$ cat src/rtl/freq_meter_if.sv
// Bus between freq_meter and its user: the measured input plus the per-window result.
// The master drives sig_in and observes the result; the meter is the slave.
interface freq_meter_if #(
    parameter int CNT_W = 16
);
    logic             sig_in;
    logic [CNT_W-1:0] count_out;
    logic             valid;
    logic             overflow;

    modport master (
        output sig_in,
        input  count_out,
        input  valid,
        input  overflow
    );

    modport slave (
        input  sig_in,
        output count_out,
        output valid,
        output overflow
    );
endinterface

$ cat src/rtl/freq_meter.sv
// Gated frequency meter: counts synchronized rising edges of sig_in over GATE_CYCLES clocks.
// Define FREQ_METER_SATURATE_EN to saturate the edge count at its maximum instead of wrapping.
module freq_meter #(
    parameter int unsigned GATE_CYCLES = 50_000_000,
    parameter int          CNT_W       = 16
) (
    input  logic         clk_50mhz,
    input  logic         rst,
    freq_meter_if.slave  bus
);

    localparam logic [31:0]      GATE_LAST = 32'(GATE_CYCLES - 32'd1);
    localparam logic [CNT_W-1:0] CNT_MAX   = '1;

    logic             sync1_q, sync1_d;
    logic             sync2_q, sync2_d;
    logic             hist_q, hist_d;
    logic             rise_q, rise_d;
    logic [31:0]      gate_q, gate_d;
    logic [CNT_W-1:0] cnt_q, cnt_d;
    logic             ovf_flag_q, ovf_flag_d;
    logic [CNT_W-1:0] count_out_q, count_out_d;
    logic             valid_q, valid_d;
    logic             overflow_q, overflow_d;

    logic             terminal;
    logic             cnt_at_max;
    logic             wrap_hit;
    logic [CNT_W-1:0] cnt_inc;
    logic [CNT_W-1:0] cnt_sum;

    // Detection is registered so an edge lands three cycles after it is first sampled.
    always_comb begin
        sync1_d = bus.sig_in;
        sync2_d = sync1_q;
        hist_d  = sync2_q;
        rise_d  = sync2_q & ~hist_q;
    end

    always_comb begin
        terminal   = (gate_q == GATE_LAST);
        gate_d     = terminal ? 32'd0 : gate_q + 32'd1;
        cnt_at_max = (cnt_q == CNT_MAX);
        wrap_hit   = rise_q & cnt_at_max;
`ifdef FREQ_METER_SATURATE_EN
        cnt_inc    = cnt_at_max ? cnt_q : cnt_q + 1'b1;
`else
        cnt_inc    = cnt_q + 1'b1;
`endif
        cnt_sum    = rise_q ? cnt_inc : cnt_q;
    end

    // An edge detected on the terminal cycle belongs to the closing window, never the next one.
    always_comb begin
        count_out_d = count_out_q;
        overflow_d  = overflow_q;
        cnt_d       = cnt_sum;
        ovf_flag_d  = ovf_flag_q | wrap_hit;
        valid_d     = 1'b0;
        if (terminal) begin
            count_out_d = cnt_sum;
            overflow_d  = ovf_flag_q | wrap_hit;
            cnt_d       = '0;
            ovf_flag_d  = 1'b0;
            valid_d     = 1'b1;
        end
    end

    always_ff @(posedge clk_50mhz or posedge rst) begin
        if (rst) begin
            sync1_q     <= 1'b0;
            sync2_q     <= 1'b0;
            hist_q      <= 1'b0;
            rise_q      <= 1'b0;
            gate_q      <= 32'd0;
            cnt_q       <= '0;
            ovf_flag_q  <= 1'b0;
            count_out_q <= '0;
            valid_q     <= 1'b0;
            overflow_q  <= 1'b0;
        end else begin
            sync1_q     <= sync1_d;
            sync2_q     <= sync2_d;
            hist_q      <= hist_d;
            rise_q      <= rise_d;
            gate_q      <= gate_d;
            cnt_q       <= cnt_d;
            ovf_flag_q  <= ovf_flag_d;
            count_out_q <= count_out_d;
            valid_q     <= valid_d;
            overflow_q  <= overflow_d;
        end
    end

    assign bus.count_out = count_out_q;
    assign bus.valid     = valid_q;
    assign bus.overflow  = overflow_q;

endmodule

$ cat src/flat_wrapper.sv
// flat-port wrapper written by rule: the top's interface ports become plain ports
module freq_meter_flat 
#(
    parameter int unsigned GATE_CYCLES = 50_000_000,
    parameter int          CNT_W       = 16
)
  (clk_50mhz, rst, bus_sig_in, bus_count_out, bus_valid, bus_overflow);
  freq_meter_if #(.CNT_W(CNT_W)) bus_i ();
  input  logic clk_50mhz;
  input  logic rst;
  input wire logic [$bits(bus_i.sig_in)-1:0] bus_sig_in;
  output wire logic [$bits(bus_i.count_out)-1:0] bus_count_out;
  output wire logic [$bits(bus_i.valid)-1:0] bus_valid;
  output wire logic [$bits(bus_i.overflow)-1:0] bus_overflow;
  assign bus_i.sig_in = bus_sig_in;
  assign bus_count_out = bus_i.count_out;
  assign bus_valid = bus_i.valid;
  assign bus_overflow = bus_i.overflow;
  freq_meter #(.GATE_CYCLES(GATE_CYCLES), .CNT_W(CNT_W)) u_core (.clk_50mhz(clk_50mhz), .rst(rst), .bus(bus_i));
endmodule
$ cat config.mk
export PLATFORM = sky130hd
export DESIGN_NAME = freq_meter_flat
export DESIGN_NICKNAME = d
export VERILOG_FILES = /design/src/rtl/freq_meter_if.sv /design/src/rtl/freq_meter.sv /design/src/flat_wrapper.sv
export SDC_FILE = /design/constraint.sdc
export NUM_CORES = 1
export LEC_CHECK = 0
export CELL_PAD_IN_SITES_DETAIL_PLACEMENT = 0
export CELL_PAD_IN_SITES_GLOBAL_PLACEMENT = 1
export CORE_MARGIN = 10
export CORE_UTILIZATION = 35
export CTS_CLUSTER_DIAMETER = 50
export DETAILED_ROUTE_END_ITERATION = 12
export PLACE_DENSITY_LB_ADDON = 0.1
export SYNTH_ARGS = -nofsm -noshare
export SYNTH_HDL_FRONTEND = slang
export SYNTH_SLANG_ARGS = --single-unit
$ cat constraint.sdc
create_clock -name clk_50mhz -period 2.6 [get_ports clk_50mhz]
set_input_delay 0.26 -clock clk_50mhz [delete_from_list [all_inputs] [get_ports clk_50mhz]]
set_output_delay 0.26 -clock clk_50mhz [all_outputs]
set_load 0.05 [all_outputs]
# --- Yosys cells after proc, flatten, opt, wreduce, memory -nomap -nowiden ---
# Index checks and enable logic that the tools add are counted.
totals:
  wordCells: 23
  ff_bits: 71
  output_inout_bits: 18
classes:
  n_addsub: 2
  eq_ne: 2
  muxes: 5
  bitwise: 4
op_table:
  columns: ["op", "n"]
  rows:
  - ["32-bit by 1-bit adder with 32-bit output, second input constant", 1]
  - ["32-bit by 26-bit equality test with 1-bit output, second input constant", 1]
  - ["16-bit 2-to-1 mux", 2]
  - ["32-bit 2-to-1 mux", 1]
  - ["16-bit by 1-bit adder with 16-bit output, second input constant", 1]
  - ["16-bit equality test, second input constant", 1]
  - ["1-bit AND", 2]
  - ["1-bit 2-to-1 mux", 2]
  - ["1-bit NOT", 1]
  - ["1-bit OR", 1]

# --- Longest topological paths before layout ---
# Gate-level depths: netlist (run 1).
logic_depth:
  word_depth: 4
  depth_mapped: 7
  ltp_nobuf: 5

# --- Least setup slack after synthesis (run 1) ---
# OpenSTA, ideal clock, no wires.
synth_timing:
  kind: "reg2reg"
  startpoint: "reg u_core.gate_q[0]"
  endpoint: "reg u_core.count_out_q[10], in the netlist u_core.bus.count_out[10]"
  period_less_slack_ns: 2.051
  path_buffers: 2
  setup_slack_ns: 0.549
  path_stages_with_launch: 8
  required_ns: 2.521
  arrival_ns: 1.972
  cell_sequence: "dfrtp_1 > ha_1 > inv_1 > or2_1 > clkbuf_1 > nor4_4 > buf_4 > mux2i_1"
synth_between:
  elab_chain_len: 1
synth_rtl:
  columns: ["item", "line", "text"]
  rows:
  - ["from (decl)", "freq_meter.sv:19", "logic [31:0] gate_q, gate_d;"]
  - ["from (signal assigned)", "freq_meter.sv:86", "gate_q <= gate_d;"]
  - ["32-bit by 26-bit equality test with 1-bit output", "freq_meter.sv:41", "terminal = (gate_q == GATE_LAST);"]
  - ["to (signal assigned)", "freq_meter.sv:89", "count_out_q <= count_out_d;"]
  - ["to (decl)", "freq_meter.sv:22", "logic [CNT_W-1:0] count_out_q, count_out_d;"]
# Every way passes these cells.
# A chain may end at the register's enable or synchronous reset.

# --- Final worst setup path (run 1) ---
layout_timing:
  startpoint: "reg u_core.gate_q[9]"
  endpoint: "reg u_core.gate_q[25]"
layout_between:
  elab_chain_len: 2
layout_rtl:
  columns: ["item", "line", "text"]
  rows:
  - ["32-bit by 1-bit adder with 32-bit output or 32-bit by 26-bit equality test with 1-bit output (tied branches)", "freq_meter.sv:42, freq_meter.sv:41", null]
  - ["32-bit 2-to-1 mux (*)", "freq_meter.sv:42", "gate_d = terminal ? 32'd0 : gate_q + 32'd1;"]
  - ["via u_core.gate_d[25]", "freq_meter.sv:19", null]
# The timed path passes the listed nets; every way through them passes the cells marked *.

==> results.py, run 1 <==
metrics = {
    "clocking": {
        "post-cts-setup-buffer-count": 0,
        "cts_tree": "done",
        "cts_root_buffer": "clkbuf_8",
        "cts.sinks": 71,
        "clk_pin_slew_worst_paths_ns": 0.09,
        "clk_path_buf_depth": 2,
        "h-tree-depth": 3,
        "clock_latency_ns": 0.35,
        "postCtsResizedCells": 0,
        "numCtsBuffers": 9,
        "hold_buffers": 0,
    },
    "final_layout": {
        "fillers": 934,
        "num_antenna_cells": 0,
        "final_layout_size_suffix_gt1_frac": 0.101,
        "layout.nets": 346,
        "postLayoutCoreUtil": 0.426,
        "area_growth_syn_to_layout_pct": 18.2,
    },
    "synthesis": {
        "synthDistinctLibCells": 41,
        "ys_ff_latch": 71,
        "seq_area_frac_synth": 0.534,
        "synth.area.top_cells": "dfrtp_1, xnor2_1, mux2i_1, nand4_1, nor2_1",
        "synth_edf_count": 0,
        "avgSynthCellArea_sq_um": 10.6,
        "synth_area_sq_um": 3330,
        "syn_inst": 315,
        "ys_warn_count": 0,
        "synth_top_area_frac": 0.534,
        "synth_fp_nets": 320,
        "async_flop_share": 1.00,
        "netlist_top_cells_count": "dfrtp_1, nor2_1, xnor2_1, inv_1, nand3_1",
        "yosysTopAreaCell": "dfrtp_1",
        "yosysMostFrequentCell": "dfrtp_1",
        "synth_ff_type": "dfrtp_1",
    },
    "global_route": {
        "antenna_found_initial": 0,
        "grtUsageTotal": 0.106,
        "grt-ovfl-total": 0,
        "grt_pass1_vias": 2392,
        "grt_pass1_wl_um": 12100,
        "grt_start_max_net_pins": 39,
    },
    "detailed_routing": {
        "antenna_left": 0,
        "first_pass_iters": 4,
        "wire_per_inst_um": 14.6,
        "drt-vias-per-instance": 4.97,
        "wl_um": 6940,
        "vias": 2362,
        "first_iter_violations": 110,
        "drc_errors": 0,
    },
    "sta": {
        "hold_viol": 0,
        "worstMarginPinSlew_ns": 0.780,
        "finalCriticalPeriod_ns": 2.17,
        "slew_headroom": 0.480,
        "final-setup-viol-count": 0,
        "skew_ns": 0.0103,
        "rsz0062_at_grt": "no",
        "post-route-period-util": 0.833,
        "max_freq_mhz": 462,
        "drv_slew": 0,
        "fin_tns_setup_ns": 0,
    },
    "power": {
        "cellPowerDensity_nw_per_um2": 601,
        "clock_power_share": 0.434,
        "ir_drop_mv": 0.254,
        "switchingPower_mw": 0.594,
        "p_sw_frac": 0.251,
        "combPwrFrac": 0.056,
        "p_int_mw": 1.77,
        "power_frac_seq": 0.511,
        "p_leak_nw": 1.55,
    },
    "status": {
        "status": "finished, final reports clean",
    },
    "floorplanning": {
        "die_area_sq_um": 13800,
        "die_h_um": 118,
        "io_pins": 21,
        "die_width_um": 118,
        "rows": 35,
        "initial_core_util": 0.360,
        "core_sq_um": 9240,
    },
    "placed_design": {
        "portBuffers": 20,
        "hpwl_um": 4690,
        "gp_congestion": 0.738,
    },
    "critical_path": {
        "startpoint": "u_core.gate_q[9]",
        "ff2ff_setup_slack_ns": 0.43,
        "worstSetupPathType": "reg -> reg",
        "r2r_cells": 4,
        "r2r-start": "u_core.gate_q[9]",
        "endpoint": "u_core.gate_q[25]",
        "critPathArrivalTime_ns": 2.44,
        "cp.required_ns": 2.88,
        "reg2reg_to": "u_core.gate_q[25]",
        "start_kind": "flop",
        "endpoint_kind": "flop",
        "worstPathMaxFanout": 10,
    },
    "flow_run": {
        "maxCapViolCount": 0,
    },
    "min_path": {
        "hold_class": "in -> reg",
    },
}
[worst max-delay path, stage by stage (launching register included)]
cell and delay (ns):
dfrtp_1 0.46, nand4_1 0.21, or4_1 0.72, or4_4 0.57, a21oi_2 0.14
[flip-flops by register name (all words and copies together), names as in the netlist]
name and flops:
u_core.rise_q 1, u_core.bus.count_out 16, u_core.bus.valid 1, u_core.cnt_q 16, u_core.ovf_flag_q 1, u_core.hist_d 1, u_core.hist_q 1, u_core.gate_q 32
u_core.bus.overflow 1, u_core.sync1_q 1
[placed cells by master, fill, tap and decap left out, drive strengths merged, types with 3 or more instances in the layout]
cell | Yosys | layout
a21oi | 7 | 7
dfrtp | 71 | 71
inv | 21 | 22
xnor2 | 23 | 23
o31ai | 5 | 5
nand2 | 18 | 18
a31oi | 3 | 3
nor2 | 29 | 29
a41oi | 3 | 3
nand3 | 19 | 19
or3 | 5 | 5
clkbuf | 5 | 10
nor3 | 4 | 4
clkdlybuf4s50 | 0 | 20
nor4 | 11 | 11
nor2b | 3 | 3
o21ai | 6 | 6
and4 | 4 | 4
or2 | 4 | 4
mux2i | 17 | 17
or4 | 4 | 4
xor2 | 11 | 11
and2 | 3 | 3
nand4 | 19 | 19
buf | 7 | 7
and3 | 5 | 5
[power groups by stage]
stage               combinational [mW]  sequential [mW]  clock [mW]
finish                           0.132             1.21        1.03
global route                     0.157             1.22        1.11
CTS                              0.136             1.21        1.06
detailed placement               0.134             1.23           0
global placement                 0.132             1.23           0
floorplan                        0.101             1.21           0
[logic make-up (layout without fill, tap and decap cells)]
family          count (synthesis)  in the layout  share of synthesized area
flops                          71             71                      0.534
simple gates                  131            131                      0.221
mux                            17             17                     0.0511
buf+inv                        33             64                     0.0428
xor+xnor                       34             34                     0.0894
compound gates                 27             27                     0.0545
fa+ha+maj                       2              2                    0.00751
[per-layer routing]
metal,global-route usage,part of all wire,vias to the layer above
met5,0,0,-
met4,0.0464,0.012,0
met3,0.0321,0.047,8
met2,0.165,0.48,42
met1,0.131,0.46,1152
li1,-,-,1160
[layout make-up]
type / count / area (sq um) / share of cell area
repair buffers: 27 / 278 / 0.0706
clock buffers: 10 / 138 / 0.0350
multi-input cells: 211 / 1410 / 0.358
clock inverters: 6 / 92.6 / 0.0235
well taps: 129 / 161 / 0.0410
inverters: 21 / 78.8 / 0.0200
flip-flops and latches: 71 / 1780 / 0.452
[worst min path at each step]
stage                   start        endpoint  slack (ns)  cells after the start
6_report           bus_sig_in  u_core.sync1_q        0.35                      1
5_1_grt            bus_sig_in  u_core.sync1_q        0.35                      1
4_1_cts            bus_sig_in  u_core.sync1_q        0.35                      1
3_5_place_dp   u_core.sync1_q   u_core.hist_d        0.35                      0
3_3_place_gp   u_core.sync1_q   u_core.hist_d        0.33                      0
2_1_floorplan      bus_sig_in  u_core.sync1_q        0.29                      0
[per-stage QoR]
stage,cell area (sq um),power [mW],hold slack (ns),instances,setup slack (ns)
after floorplan,3330,1.31,0.291,315,0.543
after global placement,3700,1.36,0.332,459,0.484
after detailed placement,3700,1.36,0.348,459,0.442
after global routing,3940,2.48,0.347,475,0.217
final,3940,2.37,0.353,475,0.434
after CTS,3940,2.40,0.348,475,0.414
Note: power is estimated with default switching activity, not from simulation.
==> run 2: changes to the inputs <==
Clock period 2.6 ns to 2.2 ns, I/O delays scaled along.
==> results.py, run 2 (synthesis gave the netlist of run 1 again) <==
metrics = {
    "final_layout": {
        "final_layout_size_suffix_gt1_frac": 0.136,
        "fin_cells": 489,
        "final_cell_mix": "dfrtp_1, nor2_1, xnor2_1",
        "layout.nets": 360,
        "postLayoutCoreUtil": 0.434,
        "fillers": 901,
        "final_common_cell": "dfrtp_1",
        "largest_reg_flops": 32,
        "area_growth_syn_to_layout_pct": 20.4,
        "postLayoutCellArea_sq_um": 4010,
        "regMostFlops": "u_core.gate_q",
        "num_antenna_cells": 0,
    },
    "critical_path": {
        "r2r-start": "u_core.gate_q[0]",
        "slowest_delay_ns": 0.45,
        "reg2reg_to": "u_core.bus.overflow",
        "endpoint_kind": "flop",
        "cpMaxStageDelayCell": "dfrtp_1",
        "critPathArrivalTime_ns": 2.29,
        "r2r_cells": 7,
        "cp.required_ns": 2.47,
        "worstPathMaxFanout": 11,
        "worstSetupPathType": "reg -> reg",
        "ff2ff_setup_slack_ns": 0.18,
        "startpoint": "u_core.gate_q[0]",
        "crit_path_cell_trace": "ha_1 -> inv_1 -> or2_1 -> nor4_4 -> buf_4 -> buf_6 -> mux2i_1",
        "start_kind": "flop",
    },
    "detailed_routing": {
        "wire_per_inst_um": 14.8,
        "route.met2.wl_um": 3280,
        "antenna_left": 0,
        "drt-vias-per-instance": 4.86,
        "vias": 2376,
        "drc_errors": 0,
        "first_iter_violations": 58,
        "top_layer_used": "met4",
        "wl_um": 7240,
        "routed-wl-met3_um": 258,
        "wl_met1_um": 3590,
        "first_pass_iters": 4,
    },
    "global_route": {
        "grtUsageTotal": 0.106,
        "grt_pass1_vias": 2418,
        "grt_pass1_wl_um": 12100,
        "grt_start_max_net_pins": 72,
        "grt-ovfl-total": 0,
        "antenna_found_initial": 0,
    },
    "sta": {
        "hold_viol": 0,
        "rsz0062_at_grt": "no",
        "post-route-period-util": 0.918,
        "finalCriticalPeriod_ns": 2.02,
        "fin_ws_ns": 0.181,
        "drv_slew": 0,
        "worstMarginPinSlew_ns": 0.508,
        "skew_ns": 0.0130,
        "fin_tns_setup_ns": 0,
        "holdWs_ns": 0.253,
        "slew_headroom": 0.660,
        "max_freq_mhz": 495,
        "final-setup-viol-count": 0,
    },
    "placed_design": {
        "placed_cells_incl_taps": 470,
        "place_ws_ns": 0.0883,
        "hpwl_um": 4740,
        "portBuffers": 20,
        "place_area_sq_um": 3790,
        "gp_congestion": 0.785,
    },
    "floorplanning": {
        "die_area_sq_um": 13800,
        "die_width_um": 118,
        "core_sq_um": 9240,
        "die_h_um": 118,
        "rows": 35,
        "io_pins": 21,
        "initial_core_util": 0.360,
    },
    "clocking": {
        "cts_tree": "done",
        "numCtsBuffers": 9,
        "h-tree-depth": 3,
        "clk_pin_slew_worst_paths_ns": 0.09,
        "cts.sinks": 71,
        "clk_path_buf_depth": 2,
        "clock_latency_ns": 0.35,
        "hold_buffers": 0,
        "cts_root_buffer": "clkbuf_8",
    },
    "power": {
        "p_total_mw": 2.57,
        "ir_drop_mv": 0.252,
        "cellPowerDensity_nw_per_um2": 642,
        "p_leak_nw": 1.60,
    },
    "min_path": {
        "hold_class": "in -> async",
    },
    "status": {
        "status": "finished, final reports clean",
    },
    "flow_run": {
        "maxCapViolCount": 0,
    },
}
## run 2: changes by cell type in the layout (fill, tap and decap cells not counted), sizes merged
cell | before | now
buf | 7 | 20
inv | 22 | 25
bufinv | 2 | 0
## run 2: critical path: cells and delay by family (launching register included)
kind | cells | cell delay (ns)
fa+ha+maj | 1 | 0.29
buf+inv | 3 | 0.47
flops | 1 | 0.45
mux | 1 | 0.19
simple gates | 2 | 0.54
## run 2: repair_timing
| action | in CTS | in global routing |
|---|---|---|
| gates resized for setup | 0 | 1 |
| buffers inserted | 0 | 1 |
| endpoints found under the setup margin | 0 | 16 |
## run 2: layer usage
metal / up-vias / track usage
met3: 9 / 0.0264
met5: - / 0
met2: 36 / 0.160
met1: 1144 / 0.138
li1: 1187 / -
met4: 0 / 0.0487
## run 2: power by group
group	internal, mW	leakage (nW)	switching, mW	total, mW
logic	0.0614	0.555	0.0964	0.158
registers	1.36	0.960	0.0656	1.42
clock network	0.431	0.0888	0.562	0.993
## run 2: cell type report
cell class	count	area, sq um	area share
clock buffers	9	124	0.0309
clock inverters	7	61.3	0.0153
inverters	21	78.8	0.0197
multi-input cells	211	1410	0.352
flip-flops and latches	71	1780	0.443
well taps	129	161	0.0403
repair buffers	41	395	0.0987
## run 2: worst max path at each step
stage                     cells past startpoint  slack (ns)                  endpoint
after floorplan                               7        0.15  u_core.bus.count_out[10]
after global placement                        6        0.15   u_core.bus.count_out[3]
after detailed placement                      6        0.09   u_core.bus.count_out[1]
after CTS                                     6        0.08   u_core.bus.count_out[1]
after global routing                          7        0.05  u_core.bus.count_out[14]
final                                         7        0.18       u_core.bus.overflow
